<file path="src/rtl/uart_frame_parser.sv">
// uart_frame_parser: hunts for a header byte in the UART byte stream, buffers a
// length-prefixed payload, verifies its 8-bit additive checksum and replays the
// payload on a ready/valid byte stream with a last marker.
`timescale 1ns/1ps
module uart_frame_parser #(
  parameter logic [7:0]  HEADER      = 8'hA5,
  parameter int unsigned MAX_LEN     = 16,
  parameter int unsigned TIMEOUT_CYC = 50000
) (
  input  logic       clk,
  input  logic       rst_n,
  input  logic       rx_valid,
  input  logic [7:0] rx_data,
  output logic       m_valid,
  output logic [7:0] m_data,
  output logic       m_last,
  input  logic       m_ready,
  output logic       frame_ok,
  output logic       frame_err,
  output logic [1:0] err_code,
  output logic       drop
);

  localparam int unsigned IDX_W  = $clog2(MAX_LEN + 1);
  localparam int unsigned BUF_AW = (MAX_LEN > 1) ? $clog2(MAX_LEN) : 1;
  localparam int unsigned TMR_W  = $clog2(TIMEOUT_CYC);

  localparam logic [TMR_W-1:0] TMR_LAST  = TMR_W'(TIMEOUT_CYC - 1);
  localparam logic [7:0]       MAX_LEN_B = 8'(MAX_LEN);
  localparam logic [IDX_W-1:0] IDX_ONE   = IDX_W'(1);

  localparam logic [1:0] ERR_LEN = 2'b01;
  localparam logic [1:0] ERR_CHK = 2'b10;
  localparam logic [1:0] ERR_TMO = 2'b11;

  typedef enum logic [2:0] {
    S_IDLE,
    S_LEN,
    S_PAYLOAD,
    S_CHK,
    S_DRAIN
  } state_t;

  state_t           state, state_n;
  logic [IDX_W-1:0] len, len_n;
  logic [IDX_W-1:0] wr_idx, wr_idx_n;
  logic [IDX_W-1:0] rd_idx, rd_idx_n;
  logic [IDX_W-1:0] rd_next;
  logic [7:0]       sum, sum_n;
  logic [TMR_W-1:0] timer, timer_n;
  logic             m_valid_n, m_last_n;
  logic [7:0]       m_data_n;
  logic             frame_ok_n, frame_err_n, drop_n;
  logic [1:0]       err_code_n;
  logic             buf_we;
  logic             expired;

  logic [7:0]       mem [MAX_LEN];

  assign rd_next = rd_idx + IDX_ONE;
  // Inter-byte gap has run out and no byte arrived to rescue the frame
  assign expired = (timer == TMR_LAST) && !rx_valid;

  // Payload buffer, written one byte per accepted payload strobe
  always_ff @(posedge clk) begin
    if (buf_we) begin
      mem[BUF_AW'(wr_idx)] <= rx_data;
    end
  end

  // State and registered outputs
  always_ff @(posedge clk or negedge rst_n) begin
    if (!rst_n) begin
      state     <= S_IDLE;
      len       <= '0;
      wr_idx    <= '0;
      rd_idx    <= '0;
      sum       <= '0;
      timer     <= '0;
      m_valid   <= 1'b0;
      m_data    <= '0;
      m_last    <= 1'b0;
      frame_ok  <= 1'b0;
      frame_err <= 1'b0;
      err_code  <= 2'b00;
      drop      <= 1'b0;
    end else begin
      state     <= state_n;
      len       <= len_n;
      wr_idx    <= wr_idx_n;
      rd_idx    <= rd_idx_n;
      sum       <= sum_n;
      timer     <= timer_n;
      m_valid   <= m_valid_n;
      m_data    <= m_data_n;
      m_last    <= m_last_n;
      frame_ok  <= frame_ok_n;
      frame_err <= frame_err_n;
      err_code  <= err_code_n;
      drop      <= drop_n;
    end
  end

  // Next-state, datapath and output decode
  always_comb begin
    state_n     = state;
    len_n       = len;
    wr_idx_n    = wr_idx;
    rd_idx_n    = rd_idx;
    sum_n       = sum;
    timer_n     = '0;
    m_valid_n   = m_valid;
    m_data_n    = m_data;
    m_last_n    = m_last;
    frame_ok_n  = 1'b0;
    frame_err_n = 1'b0;
    err_code_n  = err_code;
    drop_n      = 1'b0;
    buf_we      = 1'b0;

    // The gap timer only runs while a frame is being collected
    if (state == S_LEN || state == S_PAYLOAD || state == S_CHK) begin
      timer_n = rx_valid ? '0 : timer + TMR_W'(1);
    end

    case (state)
      S_IDLE: begin
        if (rx_valid && rx_data == HEADER) begin
          state_n = S_LEN;
        end
      end

      S_LEN: begin
        if (rx_valid) begin
          if (rx_data == 8'h00 || rx_data > MAX_LEN_B) begin
            frame_err_n = 1'b1;
            err_code_n  = ERR_LEN;
            state_n     = S_IDLE;
          end else begin
            len_n    = IDX_W'(rx_data);
            sum_n    = rx_data;
            wr_idx_n = '0;
            state_n  = S_PAYLOAD;
          end
        end else if (expired) begin
          frame_err_n = 1'b1;
          err_code_n  = ERR_TMO;
          timer_n     = '0;
          state_n     = S_IDLE;
        end
      end

      S_PAYLOAD: begin
        if (rx_valid) begin
          buf_we   = 1'b1;
          sum_n    = sum + rx_data;
          wr_idx_n = wr_idx + IDX_ONE;
          if (wr_idx == len - IDX_ONE) begin
            state_n = S_CHK;
          end
        end else if (expired) begin
          frame_err_n = 1'b1;
          err_code_n  = ERR_TMO;
          timer_n     = '0;
          state_n     = S_IDLE;
        end
      end

      S_CHK: begin
        if (rx_valid) begin
          if (rx_data == sum) begin
            frame_ok_n = 1'b1;
            rd_idx_n   = '0;
            m_valid_n  = 1'b1;
            m_data_n   = mem['0];
            m_last_n   = (len == IDX_ONE);
            state_n    = S_DRAIN;
          end else begin
            frame_err_n = 1'b1;
            err_code_n  = ERR_CHK;
            state_n     = S_IDLE;
          end
        end else if (expired) begin
          frame_err_n = 1'b1;
          err_code_n  = ERR_TMO;
          timer_n     = '0;
          state_n     = S_IDLE;
        end
      end

      S_DRAIN: begin
        // The receiver cannot be stalled, so anything arriving now is lost
        if (rx_valid) begin
          drop_n = 1'b1;
        end
        if (m_valid && m_ready) begin
          if (m_last) begin
            m_valid_n = 1'b0;
            m_last_n  = 1'b0;
            m_data_n  = '0;
            rd_idx_n  = '0;
            state_n   = S_IDLE;
          end else begin
            rd_idx_n = rd_next;
            m_data_n = mem[BUF_AW'(rd_next)];
            m_last_n = (rd_next == len - IDX_ONE);
          end
        end
      end

      default: begin
        state_n = S_IDLE;
      end
    endcase
  end

endmodule

</file>
<file path="config.mk">
export PLATFORM = sky130hd
export DESIGN_NAME = uart_frame_parser
export DESIGN_NICKNAME = d
export VERILOG_FILES = /design/src/rtl/uart_frame_parser.sv
export SDC_FILE = /design/constraint.sdc
export NUM_CORES = 1
export LEC_CHECK = 0
export BUFFER_PORTS_ARGS = -buffer_cell sky130_fd_sc_hd__buf_4
export CAP_MARGIN = 25
export CORE_MARGIN = 3
export CORE_UTILIZATION = 60
export CTS_CLUSTER_DIAMETER = 60
export DETAILED_ROUTE_END_ITERATION = 16
export GPL_ROUTABILITY_DRIVEN = 0
export GPL_TIMING_DRIVEN = 0
export HOLD_SLACK_MARGIN = 0.12
export PLACE_DENSITY = 0.77
export SLEW_MARGIN = 20
export SYNTH_ARGS = -nofsm -noshare
export SYNTH_HDL_FRONTEND = slang
export SYNTH_SLANG_ARGS = --single-unit
</file>
<file path="constraint.sdc">
create_clock -name clk -period 4.45 [get_ports clk]
set_input_delay 0 -clock clk [delete_from_list [all_inputs] [get_ports clk]]
set_output_delay 0 -clock clk [all_outputs]
set_load 0.1 [all_outputs]
</file>
==> results.py, run 1 <==
metrics = {
    "detailed_routing": {
        "viasPerCell": 6.13,
        "num_vias": 4816,
        "drt_pass1_iterations": 5,
        "wl_per_cell_um": 22.4,
        "wl_um": 17600,
        "ant_nets": 0,
        "drtIter0Drc": 560,
        "drc": 0,
    },
    "clocking": {
        "path_clk_slew_ns": 0.07,
        "clkSinkCount": 185,
        "clockBufferDepth": 2,
        "cts_inserted_buffers": 17,
        "cts-root-buf": "clkbuf_16",
        "htree_levels": 4,
        "cts_tree": "yes",
        "clk_latency_ns": 0.44,
    },
    "floorplanning": {
        "ios": 27,
        "rows": 41,
        "die_w_um": 122,
        "coreArea_um2": 12900,
        "dieHeight_um": 122,
        "start_util_pct": 62.6,
        "die-area_um2": 14900,
    },
    "yosys": {
        "synthTopCellsByArea": "edfxtp_1 48%, dfrtp_1 18%, mux4_2 11%",
        "synth_cell_types": 46,
        "synth.most_common_cell": "edfxtp_1",
        "synth_area_um2": 8060,
        "synth_fp_nets": 568,
        "synth_area_per_cell_um2": 14.9,
        "synth_common_cells": "128 x edfxtp_1, 58 x nor2_1, 57 x dfrtp_1",
        "seq_area_frac_synth_pct": 65.4,
        "synth_top_cell_by_area": "edfxtp_1",
        "syn_inst": 540,
        "synth_edf_count": 128,
        "synth_top_flop_cell": "edfxtp_1",
        "yosys_warnings": 0,
        "synth-async-reset-ratio_pct": 30.8,
        "synth_top_cell_area_share_pct": 47.7,
        "synth-seq-cells": 185,
    },
    "place": {
        "dp.cells": 742,
        "portBuffers": 26,
        "dpl.hpwl_um": 11300,
    },
    "grt": {
        "grt_pass1_vias": 4904,
        "antenna_found_initial": 0,
        "grt_max_degree": 58,
        "grt_pass1_wl_um": 27400,
        "track_usage_pct": 25.6,
        "grt_overflow_total": 0,
    },
    "timing": {
        "setup_viol": 0,
        "post-route-period-util_pct": 70.9,
        "setup_tns_ns": 0,
        "max_freq_ghz": 0.317,
        "rsz0062_at_grt": "false",
        "period_minus_slack_ns": 3.15,
        "final_max_slew_viol_count": 0,
        "hold_viol": 0,
        "clock_skew_ns": 0.00898,
        "relSlewSlack_pct": 36.5,
        "worst_slew_pin_slew_ns": 0.949,
    },
    "critical_path": {
        "crit_fanout": 10,
        "cp.required_ns": 4.75,
        "cp.arrival_ns": 3.46,
        "path_class": "register to register",
        "cp-end-kind": "register",
        "startpoint_type": "register",
    },
    "layout": {
        "antenna_cells": 0,
        "fin_nets": 629,
        "syn2layout_area_growth_pct": 14.9,
        "final_cells": 786,
        "drive_above_1_share_pct": 19.2,
    },
    "job": {
        "max-cap-violations": 0,
    },
    "hold_path": {
        "hp-class": "input pin to asynchronous set/reset pin",
    },
    "power_and_ir_drop": {
        "ir_worst_vdd_v": 0.000298,
        "p_leak_nw": 3.36,
        "p_per_area_nw_per_um2": 380,
    },
    "status": {
        "status": "completed",
    },
}
-- repair_timing --
action | 4_1_cts | 5_1_grt
buffers inserted | 0 | 0
hold endpoints to repair | 209 | 0
gates resized for setup | 0 | 0
setup endpoints to repair | 0 | 0
hold buffers | 12 | 0
-- power breakdown --
| part | switching, W | leakage (nW) | total (W) | internal [W] |
|---|---|---|---|---|
| clock | 0.000655 | 0.304 | 0.00160 | 0.000942 |
| sequential | 0.000000741 | 1.92 | 0.00184 | 0.00184 |
| combinational | 0.0000596 | 1.14 | 0.0000836 | 0.0000240 |
-- per-stage QoR --
stage               total power (W)  util [%]  hold slack (ns)  cell area, um2  setup slack [ns]
detailed placement          0.00196      66.2            0.114            8520              1.38
global placement            0.00195      65.8            0.102            8470              1.35
floorplan                   0.00191         -           -0.296            8060              1.99
CTS                         0.00355      72.0            0.191            9270              1.30
finish                      0.00353      72.0            0.170            9270              1.30
global route                0.00361      72.0            0.255            9270              1.20
-- cells by family (layout without fill, tap and decap cells) --
logic type      Yosys count  in the layout  share of synthesized area, %
buf+inv                  31            105                          1.68
simple gates            164            164                          9.76
xor+xnor                 40             40                          4.35
mux                      49             49                          12.1
fa+ha+maj                16             16                          2.58
compound gates           55             55                          4.22
flops                   185            185                          65.4
-- critical path, stage by stage (launching register included) --
cell and delay (ns):
dfrtp_1 0.41, ha_1 0.28, clkbuf_1 0.28, clkbuf_1 0.58, mux4_2 0.46, mux4_2 0.49, a221oi_1 0.43, nor2_1 0.09
-- final cells by class --
cell class                      instances  area [um2]
Clock inverter                         15         199
Inverter                               11        41.3
Sequential cell                       185        5270
Buffer                                 20        93.8
Fill cell                             827        3610
Clock buffer                           17         425
Multi-Input combinational cell        324        2680
Timing Repair Buffer                   42         345
Tap cell                              172         215
-- per-layer routing --
metal	global-route usage (%)	vias to the layer above	part of all wire (%)
met4	7.91	0	1.7
met5	0	-	0
li1	-	2179	-
met1	35.2	2416	41
met3	7.80	25	8.0
met2	40.2	196	50
-- worst paths after layout --
kind / start / end / slack, ns / cells after the start
worst max-delay path: rd_idx[1]$_DFFE_PN0P_ / m_data[2]$_DFFE_PN0P_ / 1.30 / 7
worst min-delay path: rst_n / m_data[3]$_DFFE_PN0P_ / 0.17 / 2
worst max register to register: rd_idx[1]$_DFFE_PN0P_ / m_data[2]$_DFFE_PN0P_ / 1.30 / 7
worst min register to register: sum[4]$_DFFE_PN0P_ / sum[4]$_DFFE_PN0P_ / 0.48 / 2
max in group asynchronous: rst_n / sum[1]$_DFFE_PN0P_ / 3.76 / 2
min in group clk: rx_valid / drop$_DFF_PN0_ / 0.43 / 3
-- cells in the final DEF, fill, tap and decap left out, drive strengths merged, types with 4 or more instances in the layout --
cell type,count
a21oi,8
a221oi,7
a31oi,5
and3,7
buf,36
bufinv,4
clkbuf,31
clkinv,6
dfrtp,57
dlygate4sd3,12
edfxtp,128
ha,15
inv,14
mux2,5
mux2i,6
mux4,38
nand2,38
nand2b,6
nand3,14
nand4b,4
nor2,59
nor2b,4
nor3,12
nor4,7
o21ai,23
xnor2,17
xor2,23
-- flip-flops by register name, indices dropped and copies added (netlist names) --
register,cells
m_last,1
m_valid,1
m_data,8
frame_err,1
len,5
err_code,2
wr_idx,5
sum,8
drop,1
rd_idx,5
frame_ok,1
mem,128
state,3
timer,16
Note: power is estimated with default switching activity, not from simulation.
==> run 2, diff against run 1 <==
CORE_UTILIZATION = 56   (was 60)
PLACE_DENSITY = 0.76   (was 0.77)
clock period = 2.8 ns   (was 4.45 ns; I/O delays follow)
==> run 2 against run 1 <==
  * Non-clock buffer count decreased by 3
  * Count of clock-buffer cells in the layout increased by 3
  * Highest routed layer unchanged
  * Worst setup slack worse by 1.2 ns
  * Cell area decreased by 0.85%
  * Sequential power grew 59%
  * Utilization shrank 6.3 points
==> results.py, run 2 (synthesis results as in run 1) <==
metrics = {
    "status": {
        "status": "completed",
    },
    "critical_path": {
        "worstReg2RegStart": "state[2]$_DFFE_PN0P_",
        "reg2reg_depth": 4,
        "r2r-end": "mem[3][1]$_DFFE_PP_",
        "cp.required_ns": 3.08,
        "cp.arrival_ns": 2.93,
        "path_class": "input pin to register",
        "startpoint_type": "input pin",
        "cp-end-kind": "register",
        "rrSetupSlack_ns": 0.20,
        "startpoint": "rx_data[7]",
        "crit_fanout": 20,
    },
    "job": {
        "max-cap-violations": 0,
    },
    "floorplanning": {
        "coreArea_um2": 14000,
        "ios": 27,
        "die-area_um2": 15900,
        "rows": 43,
        "dieHeight_um": 126,
        "die_w_um": 126,
        "start_util_pct": 57.6,
    },
    "timing": {
        "setup_slack_ns": 0.144,
        "clock_skew_ns": 0.00922,
        "post-route-period-util_pct": 94.8,
        "setup_tns_ns": 0,
        "relSlewSlack_pct": 42.1,
        "rsz0062_at_grt": "false",
        "worst_slew_pin_slew_ns": 0.864,
        "period_minus_slack_ns": 2.66,
        "max_freq_ghz": 0.377,
        "final_max_slew_viol_count": 0,
        "hold_viol": 0,
        "setup_viol": 0,
    },
    "clocking": {
        "clkSinkCount": 185,
        "cts_tree": "yes",
        "htree_levels": 4,
        "path_clk_slew_ns": 0.07,
        "clockBufferDepth": 2,
        "cts-root-buf": "clkbuf_16",
        "cts_inserted_buffers": 17,
        "clk_latency_ns": 0.42,
    },
    "layout": {
        "largest_reg_flops": 128,
        "layout_common_cells": "128 x edfxtp_1, 58 x nor2_1, 57 x dfrtp_1",
        "design_area_um2": 9190,
        "top_register": "mem",
        "drive_above_1_share_pct": 19.0,
        "antenna_cells": 0,
        "final_cells": 791,
        "final_common_cell": "edfxtp_1",
        "syn2layout_area_growth_pct": 14.0,
        "largestRegisters": "mem (128), timer (16)",
        "fin_nets": 626,
    },
    "detailed_routing": {
        "wl_per_cell_um": 21.7,
        "drt_pass1_iterations": 5,
        "drtIter0Drc": 519,
        "num_vias": 4871,
        "ant_nets": 0,
        "wl_um": 17200,
        "viasPerCell": 6.16,
        "drc": 0,
    },
    "place": {
        "dp.cells": 746,
        "place_ws_ns": -0.220,
        "portBuffers": 26,
        "dpl.hpwl_um": 11200,
        "postPlaceCellArea_um2": 8500,
    },
    "grt": {
        "antenna_found_initial": 0,
        "grt_pass1_vias": 4972,
        "grt_max_degree": 58,
        "grt_pass1_wl_um": 27700,
        "track_usage_pct": 23.0,
        "grt_overflow_total": 0,
    },
    "power_and_ir_drop": {
        "p_per_area_nw_per_um2": 578,
        "power.total_w": 0.00531,
        "ir_worst_vdd_v": 0.000389,
        "p_leak_nw": 3.32,
    },
    "hold_path": {
        "hp-class": "input pin to asynchronous set/reset pin",
    },
}
[run 2: cell types whose count changed in the layout (fill, tap and decap cells not counted), sizes merged]
cell	change
bufinv	-3
clkinv	+3
inv	-3
buf	-2
clkbuf	+2
[run 2: worst max-delay path, stage by stage]
cell and delay, ns:
dlygate4sd3_1 0.54, buf_4 0.21, nor4b_1 0.42, dlygate4sd3_1 0.64, nand2_1 0.07, nor2_1 0.42
clkbuf_1 0.45, o21ai_0 0.17
[run 2: metal layers]
layer  vias to the layer above  GRT usage, %  wire, um
li1                       2160             -         -
met1                      2514          32.1      7310
met2                       175          37.1      8510
met3                        22          5.00      1100
met4                         0          6.81       269
met5                         -             0         0
[run 2: final cells by class]
cell class                 instances  area (um2)
sequential                       185        5270
fill                             965        4800
multi-input combinational        324        2680
clock buffer                      20         447
timing repair buffer              40         330
tap                              180         225
clock inverter                    12         104
buffer                            19        93.8
inverter                          11        41.3
[run 2: repair_timing]
action | CTS | global route
resized for setup | 3 | 0
buffers inserted | 0 | 1
pin swaps | 0 | 1
hold buffers | 12 | 0
hold endpoints to repair | 209 | 0
endpoints found under the setup margin | 6 | 9
[run 2: through the flow]
stage                     util [%]  hold WS, ns
after global routing          65.7        0.259
after floorplan                  -       -0.296
after global placement        60.6       0.0871
after CTS                     65.6        0.200
final                         65.7        0.190
after detailed placement      60.8        0.109
[run 2: worst max path at each step]
stage | endpoint | slack (ns) | cells after the start
floorplan | m_data[4]$_DFFE_PN0P_ | 0.34 | 7
global placement | m_data[2]$_DFFE_PN0P_ | -0.20 | 7
detailed placement | m_data[3]$_DFFE_PN0P_ | -0.22 | 7
CTS | wr_idx[4]$_DFFE_PN0P_ | 0.01 | 6
global route | mem[7][0]$_DFFE_PP_ | 0.02 | 4
finish | len[0]$_DFFE_PN0P_ | 0.14 | 8
[run 2: power by group]
group / switching [W] / total (W) / internal, W / leakage, nW
clock network: 0.000999 / 0.00224 / 0.00124 / 0.267
registers: 0.00000124 / 0.00293 / 0.00293 / 1.92
logic: 0.0000946 / 0.000133 / 0.0000383 / 1.13
==> run 3, diff against run 2 <==
ABC_AREA = 1   (was unset)
==> run 3 against run 2 <==
  * Sequential power increased by 11%
  * Combinational power increased to 24 times the previous value
  * Die area increased by 12%
  * Global-route usage increased by 2.0 points
  * Sequential share of layout area decreased by 5.7 points
  * Sequential cell count unchanged
  * Worst setup slack improved by 0.25 ns
  * Hold slack got worse by 0.025 ns
  * First-iteration DRC count increased by 8.3%
  * Total power increased by 62%
  * Fmax increased by 10%
  * Non-clock buffer count increased by 9
  * Critical endpoint is now mem[0][7]$_DFFE_PP_
  * Largest cell class unchanged
==> results.py, run 3 <==
metrics = {
    "status": {
        "status": "completed",
    },
    "power_and_ir_drop": {
        "comb_power_share_pct": 37.3,
        "p_leak_nw": 4.55,
        "clkPwrFrac_pct": 24.9,
        "p_sw_share_pct": 40.5,
        "switchingPower_w": 0.00348,
        "power.total_w": 0.00859,
        "pwr-share-seq_pct": 37.8,
        "cell_internal_pwr_w": 0.00511,
        "ir_worst_vdd_v": 0.000654,
        "p_per_area_nw_per_um2": 841,
    },
    "timing": {
        "clock_skew_ns": 0.00906,
        "whs_ns": 0.165,
        "worst_slew_pin_slew_ns": 0.861,
        "final_max_slew_viol_count": 0,
        "post-route-period-util_pct": 86.0,
        "max_freq_ghz": 0.415,
        "setup_viol": 0,
        "relSlewSlack_pct": 42.4,
        "rsz0062_at_grt": "false",
        "setup_slack_ns": 0.392,
        "period_minus_slack_ns": 2.41,
        "setup_tns_ns": 0,
        "hold_viol": 0,
    },
    "clocking": {
        "clk_latency_ns": 0.43,
        "cts_inserted_buffers": 17,
        "clkSinkCount": 185,
        "ctsHoldBuffers": 11,
        "ctsResizeCount": 0,
        "cts_tree": "yes",
        "clockBufferDepth": 2,
        "path_clk_slew_ns": 0.06,
        "postCtsSetupBuffers": 0,
        "htree_levels": 4,
        "cts-root-buf": "clkbuf_16",
    },
    "floorplanning": {
        "die-area_um2": 17900,
        "dieHeight_um": 134,
        "coreArea_um2": 15900,
        "rows": 46,
        "start_util_pct": 57.4,
        "die_w_um": 134,
        "ios": 27,
    },
    "layout": {
        "largest_reg_flops": 128,
        "layout_common_cells": "272 x nand2_1, 150 x inv_1, 128 x edfxtp_1",
        "post-route-util_pct": 64.3,
        "largestRegisters": "mem (128), timer (16)",
        "antenna_cells": 0,
        "final_common_cell": "nand2_1",
        "drive_above_1_share_pct": 8.76,
        "syn2layout_area_growth_pct": 11.9,
        "top_register": "mem",
        "fin_nets": 1111,
    },
    "yosys": {
        "synth_common_cells": "272 x nand2_1, 150 x inv_1, 128 x edfxtp_1",
        "synth-seq-cells": 185,
        "synth_fp_nets": 1055,
        "synth_area_um2": 9120,
        "synth_cell_types": 36,
        "synthTopCellsByArea": "edfxtp_1 42%, dfrtp_1 16%, nand2_1 11%",
        "synth-async-reset-ratio_pct": 30.8,
        "syn_inst": 1027,
        "synth_top_cell_by_area": "edfxtp_1",
        "synth_top_cell_area_share_pct": 42.1,
        "synth_area_per_cell_um2": 8.88,
        "synth.most_common_cell": "nand2_1",
        "seq_area_frac_synth_pct": 57.8,
        "synth_top_flop_cell": "edfxtp_1",
        "synth_edf_count": 128,
        "yosys_warnings": 0,
    },
    "place": {
        "dpl.hpwl_um": 14800,
        "place_ws_ns": 0.447,
        "portBuffers": 26,
    },
    "critical_path": {
        "cp-end-kind": "register",
        "crit_path_end": "mem[0][7]$_DFFE_PP_",
        "cp.arrival_ns": 2.46,
        "crit_path_max_incr_delay_ns": 0.68,
        "startpoint_type": "register",
        "cpMaxStageDelayCell": "nor2_1",
        "rrSetupSlack_ns": 0.39,
        "path_class": "register to register",
        "reg2reg_depth": 8,
        "r2r-end": "mem[0][7]$_DFFE_PP_",
        "cp_cell_sequence": "inv_1 -> nand2_2 -> nor2_4 -> nand2_1 -> inv_1 -> buf_4 -> nand2_1 -> nor2_1",
        "startpoint": "state[2]$_DFFE_PN0P_",
        "cp.required_ns": 2.86,
        "worstReg2RegStart": "state[2]$_DFFE_PN0P_",
        "crit_fanout": 10,
    },
    "hold_path": {
        "hp-class": "input pin to asynchronous set/reset pin",
    },
    "detailed_routing": {
        "ant_nets": 0,
        "drc": 0,
        "wl_per_cell_um": 16.3,
        "num_vias": 7077,
        "viasPerCell": 5.39,
        "wl_um": 21400,
        "drt_pass1_iterations": 5,
        "drtIter0Drc": 562,
    },
    "grt": {
        "grt_max_degree": 58,
        "grt_pass1_wl_um": 34500,
        "antenna_found_initial": 0,
        "grt_overflow_total": 0,
        "track_usage_pct": 25.1,
        "grt_pass1_vias": 6930,
    },
    "job": {
        "max-cap-violations": 0,
    },
}
[run 3: worst min path at each step]
stage / slack (ns) / startpoint / endpoint
after floorplan: -0.30 / rst_n / drop$_DFF_PN0_
after global placement: 0.10 / rst_n / m_data[2]$_DFFE_PN0P_
after detailed placement: 0.10 / rst_n / m_data[4]$_DFFE_PN0P_
after CTS: 0.19 / rst_n / m_data[4]$_DFFE_PN0P_
after global routing: 0.23 / rst_n / m_data[3]$_DFFE_PN0P_
final: 0.16 / rst_n / m_data[4]$_DFFE_PN0P_
[run 3: area by class of cell]
class	instances	area, um2
Clock inverter	12	77.6
Sequential cell	185	5270
Clock buffer	20	437
Tap cell	216	270
Timing Repair Buffer	37	305
Multi-Input combinational cell	654	3100
Buffer	31	163
Fill cell	1314	5670
Inverter	157	589
[run 3: through the flow]
| stage | cells | instance area [um2] |
|---|---|---|
| 2_1_floorplan | 1027 | 9120 |
| 4_1_cts | 1312 | 10200 |
| 3_3_place_gp | 1269 | 9590 |
| 6_report | 1312 | 10200 |
| 5_1_grt | 1312 | 10200 |
| 3_5_place_dp | 1269 | 9590 |
[run 3: critical path, delay by kind of cell, from the launching register on]
family / cells / cell delay (ns)
buf+inv: 3 / 0.37
flops: 1 / 0.44
simple gates: 5 / 1.21
[run 3: routing by layer]
metal / wire length [um] / GRT usage (%)
met3: 1270 / 3.51
met1: 8930 / 32.0
met5: 0 / 0
met4: 779 / 12.5
met2: 10400 / 42.3
[run 3: cell families after synthesis]
family	count (synthesis)	synth area share, %
DFF	185	57.8
xor gates and xnor gates	15	1.60
AOI/OAI and AO/OA	60	3.74
and+or+nand+nor	563	26.4
buffers and inverters	188	8.24
adders and majority gates	16	2.28
[run 3: power by group through the flow]
stage | combinational, W | sequential, W | clock (W)
after floorplan | 0.00169 | 0.00386 | 0
after global placement | 0.00312 | 0.00330 | 0
after detailed placement | 0.00317 | 0.00330 | 0
after CTS | 0.00320 | 0.00325 | 0.00215
after global routing | 0.00352 | 0.00327 | 0.00225
final | 0.00321 | 0.00325 | 0.00214
